**src/rtl/imem_fetch_sequencer.sv**
```systemverilog
// Instruction-memory loader and sequential fetch engine: accepts words from a
// loader into external memory, then streams them out with stall/redirect control.
module imem_fetch_sequencer #(
  parameter int unsigned IMEM_DEPTH = 5,
  parameter logic [31:0] RESET_PC   = '0
) (
  input  logic        clk,
  input  logic        reset,
  input  logic        load_valid,
  input  logic [31:0] load_data,
  input  logic        load_done,
  output logic        load_ready,
  output logic        imem_we,
  output logic [31:0] imem_wa,
  output logic [31:0] imem_wd,
  output logic [31:0] imem_a,
  input  logic [31:0] imem_rd,
  input  logic        stall,
  input  logic        redirect,
  input  logic [31:0] redirect_target,
  output logic [31:0] pc,
  output logic [31:0] instr,
  output logic [31:0] instr_pc,
  output logic        instr_valid,
  output logic        halted
);

  typedef enum logic [1:0] {LOAD, RUN, HALT} state_t;

  state_t      r_state;
  logic [31:0] r_word_count;
  logic [31:0] r_pc;
  logic [31:0] r_instr;
  logic [31:0] r_instr_pc;
  logic        r_instr_valid;
  logic        r_halted;

  logic        w_load_ready;
  logic        w_accept;
  logic [31:0] w_count_next;
  logic        w_pc_oob;

  // Reset gates the write handshake so no store can slip out while held in reset.
  always_comb begin
    w_load_ready = (r_state == LOAD) && !reset && (r_word_count < IMEM_DEPTH);
    w_accept     = w_load_ready && load_valid;
    w_count_next = w_accept ? (r_word_count + 32'd1) : r_word_count;
    w_pc_oob     = r_pc[31] || (r_pc >= r_word_count);
  end

  always_ff @(posedge clk or posedge reset) begin
    if (reset) begin
      r_state       <= LOAD;
      r_word_count  <= '0;
      r_pc          <= RESET_PC;
      r_instr       <= '0;
      r_instr_pc    <= '0;
      r_instr_valid <= 1'b0;
      r_halted      <= 1'b0;
    end else begin
      case (r_state)
        LOAD: begin
          r_word_count <= w_count_next;
          if (load_done || (w_count_next >= IMEM_DEPTH)) begin
            r_pc          <= RESET_PC;
            r_instr_valid <= 1'b0;
            if (w_count_next == '0) begin
              r_state  <= HALT;
              r_halted <= 1'b1;
            end else begin
              r_state <= RUN;
            end
          end
        end
        RUN: begin
          // Priority: redirect, then range check, then stall, then fetch.
          if (redirect) begin
            r_pc          <= redirect_target;
            r_instr_valid <= 1'b0;
          end else if (w_pc_oob) begin
            r_state       <= HALT;
            r_halted      <= 1'b1;
            r_instr_valid <= 1'b0;
          end else if (!stall) begin
            r_instr       <= imem_rd;
            r_instr_pc    <= r_pc;
            r_instr_valid <= 1'b1;
            r_pc          <= r_pc + 32'd1;
          end
        end
        HALT: begin
          r_halted      <= 1'b1;
          r_instr_valid <= 1'b0;
        end
        default: begin
          r_state       <= HALT;
          r_halted      <= 1'b1;
          r_instr_valid <= 1'b0;
        end
      endcase
    end
  end

  assign load_ready  = w_load_ready;
  assign imem_we     = w_accept;
  assign imem_wa     = w_accept ? r_word_count : '0;
  assign imem_wd     = w_accept ? load_data : '0;
  assign imem_a      = (r_state == RUN) ? r_pc : '0;
  assign pc          = r_pc;
  assign instr       = r_instr;
  assign instr_pc    = r_instr_pc;
  assign instr_valid = r_instr_valid;
  assign halted      = r_halted;

endmodule
```
**config.mk**
```make
export PLATFORM = sky130hd
export DESIGN_NAME = imem_fetch_sequencer
export DESIGN_NICKNAME = d
export VERILOG_FILES = /design/src/rtl/imem_fetch_sequencer.sv
export SDC_FILE = /design/constraint.sdc
export NUM_CORES = 1
export LEC_CHECK = 0
export ABC_AREA = 0
export BUFFER_PORTS_ARGS = -buffer_cell sky130_fd_sc_hd__buf_2
export CORE_MARGIN = 2
export CORE_UTILIZATION = 34
export CTS_CLUSTER_SIZE = 24
export DETAILED_ROUTE_END_ITERATION = 7
export SYNTH_ARGS = -nofsm -noshare
export SYNTH_HDL_FRONTEND = slang
export SYNTH_SLANG_ARGS = --single-unit
```
**constraint.sdc**
```tcl
create_clock -name clk -period 5.52 [get_ports clk]
set_input_delay 1.104 -clock clk [delete_from_list [all_inputs] [get_ports clk]]
set_output_delay 1.104 -clock clk [all_outputs]
set_load 0.1 [all_outputs]
```
==> results.yml, run 1 <==
cells_and_area:
  n_fill_cell: 2062
  multi_input_area_um2: 3382
  final_nets: 1110
  final_common_cell: "buf_2"
  drive_gt1_share_pct: 39.09
  area_delta_synth_final_pct: 27.81
  final_cell_mix: "buf_2, dfrtp_1, o21ai_0, mux2_2, and2_1"
  antenna_cells: 0
  design_area_um2: 9195
  seqCellArea_um2: 3303
floorplanning:
  core_region_area_um2: 20890
  die_x_um: 149.5
  floorplan.initialDensity_pct: 34.44
  rows: 53
  die-area_um2: 22340
  die_y_um: 149.5
  io_pins: 298
sta:
  min_period_ns: 4.357
  tightest_slew_ns: 0.9504
  slew_headroom_pct: 36.64
  fin_crit_sh_pct: 78.93
  rsz0062_at_grt: "false"
  fin_skew_ns: 0.009522
  fin_setup_tns_ns: 0
  max_freq_mhz: 229.5
  hold_violations: 0
  finalSetupViolCount: 0
  drv_slew: 0
detailed_routing:
  wl_mm: 21.87
  viasPerCell: 5.010
  ant_nets: 0
  drt_iter0_markers: 332
  drc_errors: 0
  vias: 6312
  dr.pass1.iters: 5
  wl_per_cell_um: 17.36
placed_design:
  portBuffers: 268
  gp_congestion: 0.8528
  placed_cell_area_um2: 8613
  dp_hpwl_mm: 16.09
synth:
  async_flop_share_pct: 100.0
  synth.yosys.seq_area_share_pct: 45.91
  ys_ff_latch: 132
  synth-xor-area-share_pct: 0.2435
  syn_area_per_cell_um2: 9.788
  synthMuxAreaShare_pct: 10.21
  synth-compound-area-share_pct: 11.95
  synthAdderAreaFrac_pct: 6.261
  netlist_area_um2: 7194
  synth_top_family_by_area: "simple AND/OR/NAND/NOR gates"
  synth_edf_count: 0
  yosysUniqueCellTypes: 61
  ys.flop_type: "dfrtp_1"
  synth_simple_gate_area_share_pct: 16.57
  synthCells: 735
  yosysWarnings: 0
pwr:
  max-vdd-ir-drop_uv: 308.2
  p_per_area_nw_per_um2: 555.8
  p_leak_nw: 4.964
setup_path:
  end_kind: "output pin"
  critPathKind: "in -> out"
  crit_arrival_ns: 3.25
  startpoint_type: "input pin"
  critical_path_required_ns: 4.42
  crit_fanout: 35
clock_tree:
  cts.clk_slew.worst_paths_ns: 0.06
  cts_resized: 0
  clk_path_buf_depth: 2
  post_cts_buffers: 0
  root_buffer: "clkbuf_16"
  holdBufCountCts: 0
  clkLatencyLatePin_ns: 0.43
  cts_buffers: 17
  clock-sinks: 132
  ctsHtreeMaxLevel: 4
  cts_tree: "built"
global_routing:
  antenna_found_initial: 0
  grt_first_pass_wirelength_mm: 33.20
  grt_max_degree: 82
  first_global_vias: 5956
  grt.overflow.total: 0
  grtUsageTotal_pct: 19.43
flow_run:
  cap_violations: 0
outcome:
  status: "finished clean"
hold_path:
  worstHoldPathType: "reg -> reg"
-- through the flow --
| stage | instances | total power, mW | setup WS [ns] | hold slack [ns] | utilization (%) |
|---|---|---|---|---|---|
| final | 1260 | 5.110 | 1.163 | 0.4011 | 44.02 |
| after global routing | 1260 | 5.349 | 1.067 | 0.4148 | 44.02 |
| after CTS | 1260 | 5.144 | 1.150 | 0.4037 | 44.02 |
| after detailed placement | 1228 | 4.011 | 1.163 | 0.3901 | 41.23 |
| after global placement | 1228 | 3.983 | 1.190 | 0.3865 | 41.23 |
| after floorplan | 763 | 3.474 | 0.1925 | 0.4505 | - |
-- routing by layer --
metal / global-route usage (%) / wire (um) / vias to the layer above
met5: 0 / 0 / -
met3: 4.299 / 1619 / 14
met2: 31.90 / 10350 / 283
met4: 4.762 / 200 / 0
li1: - / - / 2976
met1: 26.14 / 9708 / 3039
-- synth_stat cells, types with 2 or more instances --
cell type	count	share of area, %
a211oi_1	2	0.21
a21oi_1	26	1.8
a221o_1	2	0.28
a22oi_1	14	1.5
a31oi_1	3	0.26
and2_1	59	5.1
and3_1	11	0.96
buf_2	7	0.49
buf_4	29	3.0
buf_6	2	0.31
clkbuf_1	47	2.5
dfrtp_1	132	46
ha_1	36	6.3
inv_1	44	2.3
mux2_2	63	9.9
nand2_1	30	1.6
nand3_1	12	0.83
nand4_1	12	1.0
nor2_1	38	2.0
nor2b_1	3	0.26
nor3_1	15	1.0
nor4_1	19	1.7
nor4b_1	2	0.24
o211ai_1	2	0.21
o21ai_0	73	5.1
o21ai_1	9	0.63
o31ai_1	4	0.42
or3_1	4	0.35
or3_4	2	0.31
or4_1	2	0.21
-- state kept, by name, summed over array words and instances (netlist names) --
name          count
instr            32
instr_pc         32
pc               32
r_word_count     32
r_state           2
halted            1
instr_valid       1
-- cell type report --
| type | instances | area share, % |
|---|---|---|
| multi-input combinational | 498 | 36.78 |
| sequential | 132 | 35.92 |
| timing repair buffer | 276 | 15.24 |
| clock buffer | 17 | 4.626 |
| tap | 275 | 3.742 |
| inverter | 47 | 1.987 |
| clock inverter | 15 | 1.701 |
-- final timing paths --
check                                              from                      endpoint  slack [ns]  cells past startpoint
max reg2reg                           pc[0]$_DFFE_PP0P_         instr[29]$_DFFE_PP0P_        1.73                      9
min reg2reg                r_word_count[18]$_DFFE_PP0P_  r_word_count[18]$_DFFE_PP0P_        0.40                      0
max in group asynchronous                         reset  r_word_count[12]$_DFFE_PP0P_        3.57                      3
min                        r_word_count[18]$_DFFE_PP0P_  r_word_count[18]$_DFFE_PP0P_        0.40                      0
min in group asynchronous                         reset      instr_pc[25]$_DFFE_PP0P_        0.83                      2
max                                               reset                    imem_wa[0]        1.16                      7
-- logic make-up after synthesis --
| kind of cell | after synthesis |
|---|---|
| buffers and inverters | 133 |
| AOI/OAI and AO/OA | 148 |
| adders and majority gates | 36 |
| xor gates and xnor gates | 2 |
| and+or+nand+nor | 218 |
| DFF | 132 |
| other | 1 |
| muxes | 65 |
-- worst max-delay path: stages --
cell and delay (ns):
buf_2 0.14, or3_4 0.34, or3b_4 0.39, or3_4 0.37, clkinv_2 0.26, ha_1 0.21
buf_2 0.42
-- power by group --
group	leakage [nW]	internal, mW	total, mW	switching, mW
clock network	0.278	0.639	1.12	0.479
logic	2.88	0.504	2.55	2.05
registers	1.80	1.17	1.44	0.271
total	4.96	2.31	5.11	2.80
Note: power is estimated with default switching activity, not from simulation.
==> run 2: changes to the inputs <==
==> constraint.sdc (replaced) <==
create_clock -name clk -period 3.7 [get_ports clk]
set_input_delay 0.74 -clock clk [delete_from_list [all_inputs] [get_ports clk]]
set_output_delay 0.74 -clock clk [all_outputs]
set_load 0.1 [all_outputs]
==> run 2 against run 1 <==
Compared with the run above:
- worst hold slack got worse by 0.0031 ns
- largest cell class unchanged
- total power rose by 50%
- sequential share of layout area fell by 2.7 points
- core utilization rose by 3.5 points
- register-to-register slack got worse by 1.2 ns
- first-iteration DRC count rose by 31%
- non-clock buffer count rose by 23
- worst setup slack got worse by 0.98 ns
- clock power rose by 41%
- combinational power rose by 58%
- count of clock-buffer cells in the layout did not move
==> results.yml, run 2 (same netlist as run 1, synthesis figures left out) <==
outcome:
  status: "finished clean"
setup_path:
  crit_arrival_ns: 2.77
  r2r_start: "pc[30]$_DFFE_PP0P_"
  startpoint: "r_state[0]$_DFFE_PP0P_"
  ff2ff_setup_slack_ns: 0.52
  reg2reg_depth: 9
  critPathKind: "reg -> out"
  crit_fanout: 34
  critical_path_required_ns: 2.96
  startpoint_type: "register"
  end_kind: "output pin"
cells_and_area:
  area_delta_synth_final_pct: 38.09
  final_cell_mix: "buf_2, dfrtp_1, o21ai_0, mux2_2, and2_1"
  final_nets: 1133
  n_fill_cell: 1987
  drive_gt1_share_pct: 41.47
  fin_cells: 1286
  final_common_cell: "buf_2"
detailed_routing:
  drc_errors: 0
  drt_iter0_markers: 434
  wl_per_cell_um: 17.47
  vias: 6425
  ant_nets: 0
  wl_mm: 22.46
  dr.pass1.iters: 5
  viasPerCell: 4.996
placed_design:
  dp_hpwl_mm: 16.88
  portBuffers: 268
  gp_congestion: 0.8551
  pre_cts_ws_ns: 0.2091
  post-place-cells: 1251
global_routing:
  antenna_found_initial: 3
  grt.overflow.total: 0
  grt_first_pass_wirelength_mm: 34.24
  first_global_vias: 6253
  grt_max_degree: 133
  grtUsageTotal_pct: 20.07
clock_tree:
  cts_resized: 0
  clock-sinks: 132
  cts.clk_slew.worst_paths_ns: 0.06
  clk_path_buf_depth: 2
  clkLatencyLatePin_ns: 0.43
  ctsHtreeMaxLevel: 4
  root_buffer: "clkbuf_16"
  post_cts_buffers: 0
  cts_tree: "built"
  holdBufCountCts: 0
  cts_buffers: 17
sta:
  tightest_slew_ns: 0.7713
  slew_headroom_pct: 48.58
  hold_violations: 0
  fin_skew_ns: 0.01444
  max_freq_mhz: 284.7
  min_period_ns: 3.512
  drv_slew: 0
  finalSetupViolCount: 0
  worst_slack_ns: 0.1878
  fin_crit_sh_pct: 94.92
  rsz0062_at_grt: "false"
floorplanning:
  die_x_um: 149.5
  io_pins: 298
  floorplan.initialDensity_pct: 34.44
  rows: 53
  die_y_um: 149.5
  core_region_area_um2: 20890
  die-area_um2: 22340
flow_run:
  cap_violations: 0
hold_path:
  worstHoldPathType: "reg -> reg"
  hp-start: "r_word_count[5]$_DFFE_PP0P_"
  hold_depth: 0
pwr:
  p_per_area_nw_per_um2: 769.2
  max-vdd-ir-drop_uv: 371.8
  p_leak_nw: 5.195
## run 2: cell types whose count changed in the layout (fill, tap and decap cells not counted), moves of 3 or more
cell      delta
buf_12      +39
buf_2       -35
buf_4       +18
and2_1       -9
and2_2       +9
clkinv_4     +4
clkinv_2     +3
diode_2      +3
inv_6        -3
## run 2: through the flow
step	util, %	instance area (um2)	setup TNS [ns]	total power [mW]	hold slack, ns
2_1_floorplan	-	7323	-0.4219	5.185	0.4505
3_3_place_gp	44.89	9376	0	6.048	0.3867
3_5_place_dp	44.89	9376	0	6.089	0.3900
4_1_cts	47.51	9923	0	7.691	0.4034
5_1_grt	47.55	9932	0	7.988	0.4072
6_report	47.56	9935	0	7.642	0.3980
## run 2: layout make-up
cell class                      instances  area [um2]  share of cell area [%]
Antenna cell                            3       7.507                 0.07557
Clock buffer                           17       425.4                   4.282
Clock inverter                         15       121.4                   1.222
Inverter                               47       181.4                   1.826
Multi-Input combinational cell        498        3398                   34.21
Sequential cell                       132        3303                   33.25
Tap cell                              275       344.1                   3.463
Timing Repair Buffer                  299        2153                   21.68
## run 2: power by group
part	total (mW)	internal, mW	switching [mW]
registers	2.03	1.74	0.289
logic	4.03	0.830	3.20
clock network	1.58	0.873	0.708
total	7.64	3.45	4.20
## run 2: metal layers
metal  global-route usage, %  wire length, um  up-vias
met2                   32.50            10450      292
met3                   5.457             1862       26
met5                       0               13        -
met4                   5.857              391        2
met1                   26.32             9748     3083
li1                        -                -     3022
## run 2: final timing paths
path | to
min | r_word_count[5]$_DFFE_PP0P_
min reg2reg | r_word_count[5]$_DFFE_PP0P_
max in group asynchronous | pc[6]$_DFFE_PP0P_
max reg2reg | instr_pc[16]$_DFFE_PP0P_
min in group asynchronous | instr_pc[21]$_DFFE_PP0P_
max | imem_wd[31]
## run 2: critical path, cell delays in order (launching register included)
cell	delay, ns
dfrtp_1	0.46
or3_4	0.43
or3b_4	0.39
or3_4	0.38
clkinv_2	0.07
buf_6	0.21
and2_1	0.22
buf_12	0.19
